**config.mk**
```make
export PLATFORM = sky130hd
export DESIGN_NAME = rfsoc_cfg_serializer
export DESIGN_NICKNAME = d
export VERILOG_FILES = /design/src/rtl/rfsoc_cfg_serializer.sv
export SDC_FILE = /design/constraint.sdc
export NUM_CORES = 1
export LEC_CHECK = 0
export ABC_AREA = 1
export BUFFER_PORTS_ARGS = -buffer_cell sky130_fd_sc_hd__buf_2
export CAP_MARGIN = 20
export CORE_UTILIZATION = 30
export DETAILED_ROUTE_END_ITERATION = 12
export PLACE_DENSITY_LB_ADDON = 0.05
export SKIP_CTS_REPAIR_TIMING = 1
export SKIP_LAST_GASP = 1
export SYNTH_ARGS = -nofsm -noshare
export SYNTH_HDL_FRONTEND = slang
export SYNTH_SLANG_ARGS = --single-unit
```
**constraint.sdc**
```tcl
create_clock -name clk -period 3.51 [get_ports clk]
set_input_delay 0.1755 -clock clk [delete_from_list [all_inputs] [get_ports clk]]
set_output_delay 0.1755 -clock clk [all_outputs]
set_load 0.005 [all_outputs]
```
**src/rtl/rfsoc_cfg_serializer.sv**
```systemverilog
// rfsoc_cfg_serializer
//   PL-side sequencer for the RFSoC configuration GPIO bus. Accepts one
//   command per valid/ready handshake and shifts the payload MSB-first on
//   sdata while strobing the serial clock of the selected line, or issues a
//   trigger_line pulse.
//
// Parameters
//   DATA_W : maximum payload bits per command (cmd_len range 1..DATA_W)
//   DIV    : clk cycles per serial-clock half period (>= 1)
//
// Ports
//   clk        : fabric clock, rising edge
//   rst_n      : asynchronous active-low reset
//   cmd_valid  : command present
//   cmd_ready  : idle and accepting
//   cmd_target : bus index (1,2,3,4,7,8 serial clocks; 6 trigger)
//   cmd_len    : number of bits to shift (ignored for trigger)
//   cmd_data   : payload; bit cmd_len-1 goes out first
//   gpio_out   : [0] sdata, [1..4],[7],[8] serial clocks, [5] pl_rst (0),
//                [6] trigger_line
//   done       : one-cycle pulse when a legal command completes
//   err        : one-cycle pulse when an illegal command is accepted
module rfsoc_cfg_serializer #(
  parameter int DATA_W = 256,
  parameter int DIV    = 4
) (
  input  logic              clk,
  input  logic              rst_n,
  input  logic              cmd_valid,
  output logic              cmd_ready,
  input  logic [7:0]        cmd_target,
  input  logic [8:0]        cmd_len,
  input  logic [DATA_W-1:0] cmd_data,
  output logic [8:0]        gpio_out,
  output logic              done,
  output logic              err
);

  localparam int CNT_W = $clog2(DIV) + 1;
  localparam int IDX_W = (DATA_W > 1) ? $clog2(DATA_W) : 1;
  // 2*DIV-1 always fits in clog2(DIV)+1 bits, so the trigger phase can
  // reuse the half-period counter.
  localparam logic [CNT_W-1:0] HALF_LOAD = CNT_W'(DIV - 1);
  localparam logic [CNT_W-1:0] TRIG_LOAD = CNT_W'(2 * DIV - 1);
  localparam logic [9:0]       MAX_LEN   = 10'(DATA_W);

  typedef enum logic [2:0] {
    IDLE  = 3'd0,
    SETUP = 3'd1,
    HIGH  = 3'd2,
    HOLD  = 3'd3,
    TRIG  = 3'd4
  } state_t;

  state_t              r_state;
  logic [CNT_W-1:0]    r_cnt;
  logic [8:0]          r_bits;
  logic [7:0]          r_target;
  logic [DATA_W-1:0]   r_data;
  logic [8:0]          r_gpio;
  logic                r_done;
  logic                r_err;

  state_t              w_state_next;
  logic [CNT_W-1:0]    w_cnt_next;
  logic [8:0]          w_bits_next;
  logic [8:0]          w_gpio_next;
  logic                w_done_next;
  logic                w_err_next;
  logic                w_accept;
  logic                w_shift_tgt;
  logic                w_illegal;
  logic [7:0]          w_tgt;
  logic [DATA_W-1:0]   w_data;
  logic [IDX_W-1:0]    w_bit_idx;
  logic [8:0]          w_sel;

  assign cmd_ready = (r_state == IDLE);
  assign gpio_out  = r_gpio;
  assign done      = r_done;
  assign err       = r_err;

  assign w_accept    = cmd_valid && (r_state == IDLE);
  assign w_shift_tgt = (cmd_target == 8'd1) || (cmd_target == 8'd2) ||
                       (cmd_target == 8'd3) || (cmd_target == 8'd4) ||
                       (cmd_target == 8'd7) || (cmd_target == 8'd8);
  assign w_illegal   = !(w_shift_tgt || (cmd_target == 8'd6)) ||
                       (w_shift_tgt && ((cmd_len == 9'd0) ||
                                        ({1'b0, cmd_len} > MAX_LEN)));

  // Outputs are registered from the next state, so on the accepting edge the
  // bus must already see the incoming command rather than the latched one.
  assign w_tgt  = w_accept ? cmd_target : r_target;
  assign w_data = w_accept ? cmd_data   : r_data;

  // The bit counter holds the number of bits still to send; the current bit
  // is therefore at position count-1.
  assign w_bit_idx = IDX_W'(w_bits_next - 9'd1);

  // One-hot decode of the target onto the bus; bus bit index equals target.
  assign w_sel[0] = 1'b0;
  for (genvar gi = 1; gi <= 8; gi++) begin : g_sel
    assign w_sel[gi] = (w_tgt == 8'(gi));
  end

  // Next-state logic
  always_comb begin
    w_state_next = r_state;
    w_cnt_next   = r_cnt;
    w_bits_next  = r_bits;
    w_done_next  = 1'b0;
    w_err_next   = 1'b0;
    case (r_state)
      IDLE: begin
        if (cmd_valid) begin
          if (w_illegal) begin
            w_err_next = 1'b1;
          end else if (cmd_target == 8'd6) begin
            w_state_next = TRIG;
            w_cnt_next   = TRIG_LOAD;
          end else begin
            w_state_next = SETUP;
            w_cnt_next   = HALF_LOAD;
            w_bits_next  = cmd_len;
          end
        end
      end
      SETUP: begin
        if (r_cnt == '0) begin
          w_state_next = HIGH;
          w_cnt_next   = HALF_LOAD;
        end else begin
          w_cnt_next = r_cnt - 1'b1;
        end
      end
      HIGH: begin
        if (r_cnt == '0) begin
          w_bits_next  = r_bits - 9'd1;
          w_cnt_next   = HALF_LOAD;
          w_state_next = (r_bits == 9'd1) ? HOLD : SETUP;
        end else begin
          w_cnt_next = r_cnt - 1'b1;
        end
      end
      HOLD, TRIG: begin
        if (r_cnt == '0) begin
          w_state_next = IDLE;
          w_done_next  = 1'b1;
        end else begin
          w_cnt_next = r_cnt - 1'b1;
        end
      end
      default: begin
        w_state_next = IDLE;
      end
    endcase
  end

  // Bus value for the coming cycle
  always_comb begin
    w_gpio_next = '0;
    case (w_state_next)
      SETUP: begin
        w_gpio_next[0] = w_data[w_bit_idx];
      end
      HIGH: begin
        w_gpio_next[0]   = w_data[w_bit_idx];
        w_gpio_next[8:1] = w_sel[8:1];
      end
      HOLD: begin
        // Last bit stays on sdata through the hold time after the final edge.
        w_gpio_next[0] = r_gpio[0];
      end
      TRIG: begin
        w_gpio_next[6] = 1'b1;
      end
      default: begin
        w_gpio_next = '0;
      end
    endcase
  end

  always_ff @(posedge clk or negedge rst_n) begin
    if (!rst_n) begin
      r_state  <= IDLE;
      r_cnt    <= '0;
      r_bits   <= '0;
      r_target <= '0;
      r_data   <= '0;
      r_gpio   <= '0;
      r_done   <= 1'b0;
      r_err    <= 1'b0;
    end else begin
      r_state <= w_state_next;
      r_cnt   <= w_cnt_next;
      r_bits  <= w_bits_next;
      r_gpio  <= w_gpio_next;
      r_done  <= w_done_next;
      r_err   <= w_err_next;
      if (w_accept && !w_illegal) begin
        r_target <= cmd_target;
        r_data   <= cmd_data;
      end
    end
  end

endmodule

```
==> results.sh <==
export IMPL_wl_um=66200
export IMPL_drtAntennaViolNets=0
export IMPL_intPower_mw=9.826
export IMPL_grt_pass1_vias=16480
export IMPL_grt_setup_unrepaired="no"
export IMPL_ioPinCount=288
export IMPL_clock_skew_ns=0.01416
export IMPL_hp_start="cmd_data[88]"
export IMPL_grt_pass1_wl_um=99140
export IMPL_drt_iter0_markers=984
export IMPL_synth_distinct_cells=49
export IMPL_crit_required_ns=3.97
export IMPL_regArea_um2=7257
export IMPL_fin_area_um2=23500
export IMPL_drt_pass1_iterations=6
export IMPL_max_freq_ghz=0.3057
export IMPL_routedWlPerCell_um=18.54
export IMPL_die_h_um=244.9
export IMPL_yosys_area_top_type="dfrtp_1"
export IMPL_grt_use_total=0.2145
export IMPL_syn_cell_area_um2=17700
export IMPL_multi_input_area_um2=8566
export IMPL_die_area_um2=59980
export IMPL_postSynthCellCount=2345
export IMPL_remaining_drc_errors=0
export IMPL_io_buffers=287
export IMPL_syn_area_per_cell_um2=7.549
export IMPL_seq_area_frac_synth=0.4100
export IMPL_slew_violations=98
export IMPL_netlist_top_cells_count="nand2_1 (498), o21ai_0 (322), dfrtp_1 (290)"
export IMPL_dp_hpwl_um=42580
export IMPL_clockBufferDepth=3
export IMPL_dp_cells=3281
export IMPL_synth_edff_count=0
export IMPL_final_setup_tns_ns=0
export IMPL_share_comb_of_total_power=0.480
export IMPL_synthTopCellsByArea="dfrtp_1 (41%), nand2_1 (11%), o21ai_0 (9.1%), o22a_1 (7.8%), nand3_1 (7.2%)"
export IMPL_period_needed_ns=3.271
export IMPL_clk_latency_ns=0.57
export IMPL_rr_startpoint="r_cnt[0]"
export IMPL_ys_flop_type="dfrtp_1"
export IMPL_finalSetupViolations=0
export IMPL_diodes=0
export IMPL_path_max_fanout=36
export IMPL_yosysMostFrequentCell="nand2_1"
export IMPL_die_w_um=244.9
export IMPL_placedInstanceArea_um2=19920
export IMPL_hold_viol=7
export IMPL_violations="hold timing, slew limit"
export IMPL_slew_headroom=-0.1047
export IMPL_yosysWarnings=0
export IMPL_antenna_found_initial=0
export IMPL_vias=17530
export IMPL_numCtsBuffers=38
export IMPL_yosys_area_top_type_share=0.4100
export IMPL_irDropWorstVdd_mv=0.3929
export IMPL_clkPwrFrac=0.250
export IMPL_start_kind="primary input"
export IMPL_tightest_slew_ns=1.657
export IMPL_power_mw=16.84
export IMPL_arrival_ns=3.73
export IMPL_dp_slack_ns=0.04023
export IMPL_fin_ws_ns=0.2386
export IMPL_vias_per_cell=4.910
export IMPL_p_leak_nw=11.39
export IMPL_grt_max_degree=234
export IMPL_drive_above_1_share=0.1982
export IMPL_path_clk_slew_ns=0.06
export IMPL_cp_end_kind="flop"
export IMPL_critPathLaunch="cmd_target[1]"
export IMPL_routabilityCongestion=0.8229
export IMPL_holdWs_ns=-0.02347
export IMPL_seq_power_share=0.270
export IMPL_area_delta_synth_final_pct=32.75
export IMPL_cts_tree="done"
export IMPL_start_util=0.3051
export IMPL_outcome="finished with violations"
export IMPL_switching_share=0.4167
export IMPL_root_buffer="clkbuf_16"
export IMPL_fill_cells=5996
export IMPL_max_cap_violations=0
export IMPL_setup_worst_path_class="in2reg"
export IMPL_finish_utilization=0.4050
export IMPL_htreeDepth=2
export IMPL_power_density_nw_per_um2=716.8
export IMPL_cts_sinks=290
export IMPL_nets=3058
export IMPL_synthArstFlopShare=1.000
export IMPL_rows=88
export IMPL_p_switching_mw=7.018
export IMPL_fin_crit_sh=0.9320
export IMPL_hold_class="in2reg"
export IMPL_overflow=0
export IMPL_core_area_um2=58030
export IMPL_fin_cells=3570
export IMPL_syn_nets=2626
export IMPL_ys_ff_latch=290
## flip-flops by register name (all words and copies together), names as in the netlist
signal / cells
r_data: 256
gpio_out: 9
done: 1
r_bits: 9
r_state: 3
err: 1
r_target: 8
r_cnt: 3
## per-layer routing
layer,global-route usage,wire (um)
met3,0.03422,2597
met2,0.3361,30450
met4,0.05515,1429
met5,0,0
met1,0.3051,31720
## power groups by stage
stage	logic, mW	clock network (mW)	registers, mW
finish	8.08	4.22	4.55
global route	9.12	4.47	4.65
CTS	7.97	4.35	4.54
detailed placement	7.94	0	4.59
global placement	7.88	0	4.57
floorplan	5.42	0	4.51
## cell families (layout without fill, tap and decap cells)
logic type,Yosys count,after routing,synth area share
AND/OR/NAND/NOR,1045,1045,0.2818
adder cells (fa/ha/maj),5,5,0.003534
buffers and inverters,461,921,0.1091
flip-flops,290,290,0.4100
XOR/XNOR,8,8,0.004806
AO/OA/AOI/OAI,536,536,0.1908
## worst max-delay path: stages
cell and delay, ns:
dlygate4sd3_1 0.53, buf_2 0.14, inv_1 0.09, nand2_1 0.06
nand2_1 0.05, nand3_1 0.09, nand2_2 0.12, clkinv_1 0.09
nand3_2 0.12, nand2_2 0.08, nand2_4 0.10, nand2_1 0.07
nand2_2 0.12, inv_1 0.09, ha_4 0.36, buf_6 0.36
nand3_1 0.18, nand3_1 0.14, nand3_1 0.12, nand3_1 0.10
nand3_1 0.14, nand3_1 0.13, nand3_1 0.08, nand3_1 0.09
nand2_1 0.05
## final cells by class
type / count / share of cell area
flip-flops and latches: 290 / 0.3088
well taps: 765 / 0.04073
clock inverters: 11 / 0.006709
clock buffers: 57 / 0.05005
multi-input cells: 1594 / 0.3645
inverters: 295 / 0.04776
repair buffers: 558 / 0.1815
## final timing paths
check                              end  slack, ns  cells past startpoint
setup / recovery           gpio_out[0]       0.24                     25
hold / removal              r_data[88]      -0.02                      3
setup reg to reg           gpio_out[0]       0.25                     19
hold reg to reg            r_target[7]       0.45                      2
max in group asynchronous   r_data[75]       2.25                      4
min in group asynchronous  r_data[120]       0.19                      2
## cells in the final DEF, fill, tap and decap left out, types with 42 or more instances in the layout
master	count
or2_2	112
or2_0	42
dfrtp_1	290
nand3_1	255
inv_1	282
nand2_1	498
dlygate4sd3_1	221
o22a_1	157
buf_2	286
o21ai_0	322
(Power assumes the default switching activity.)
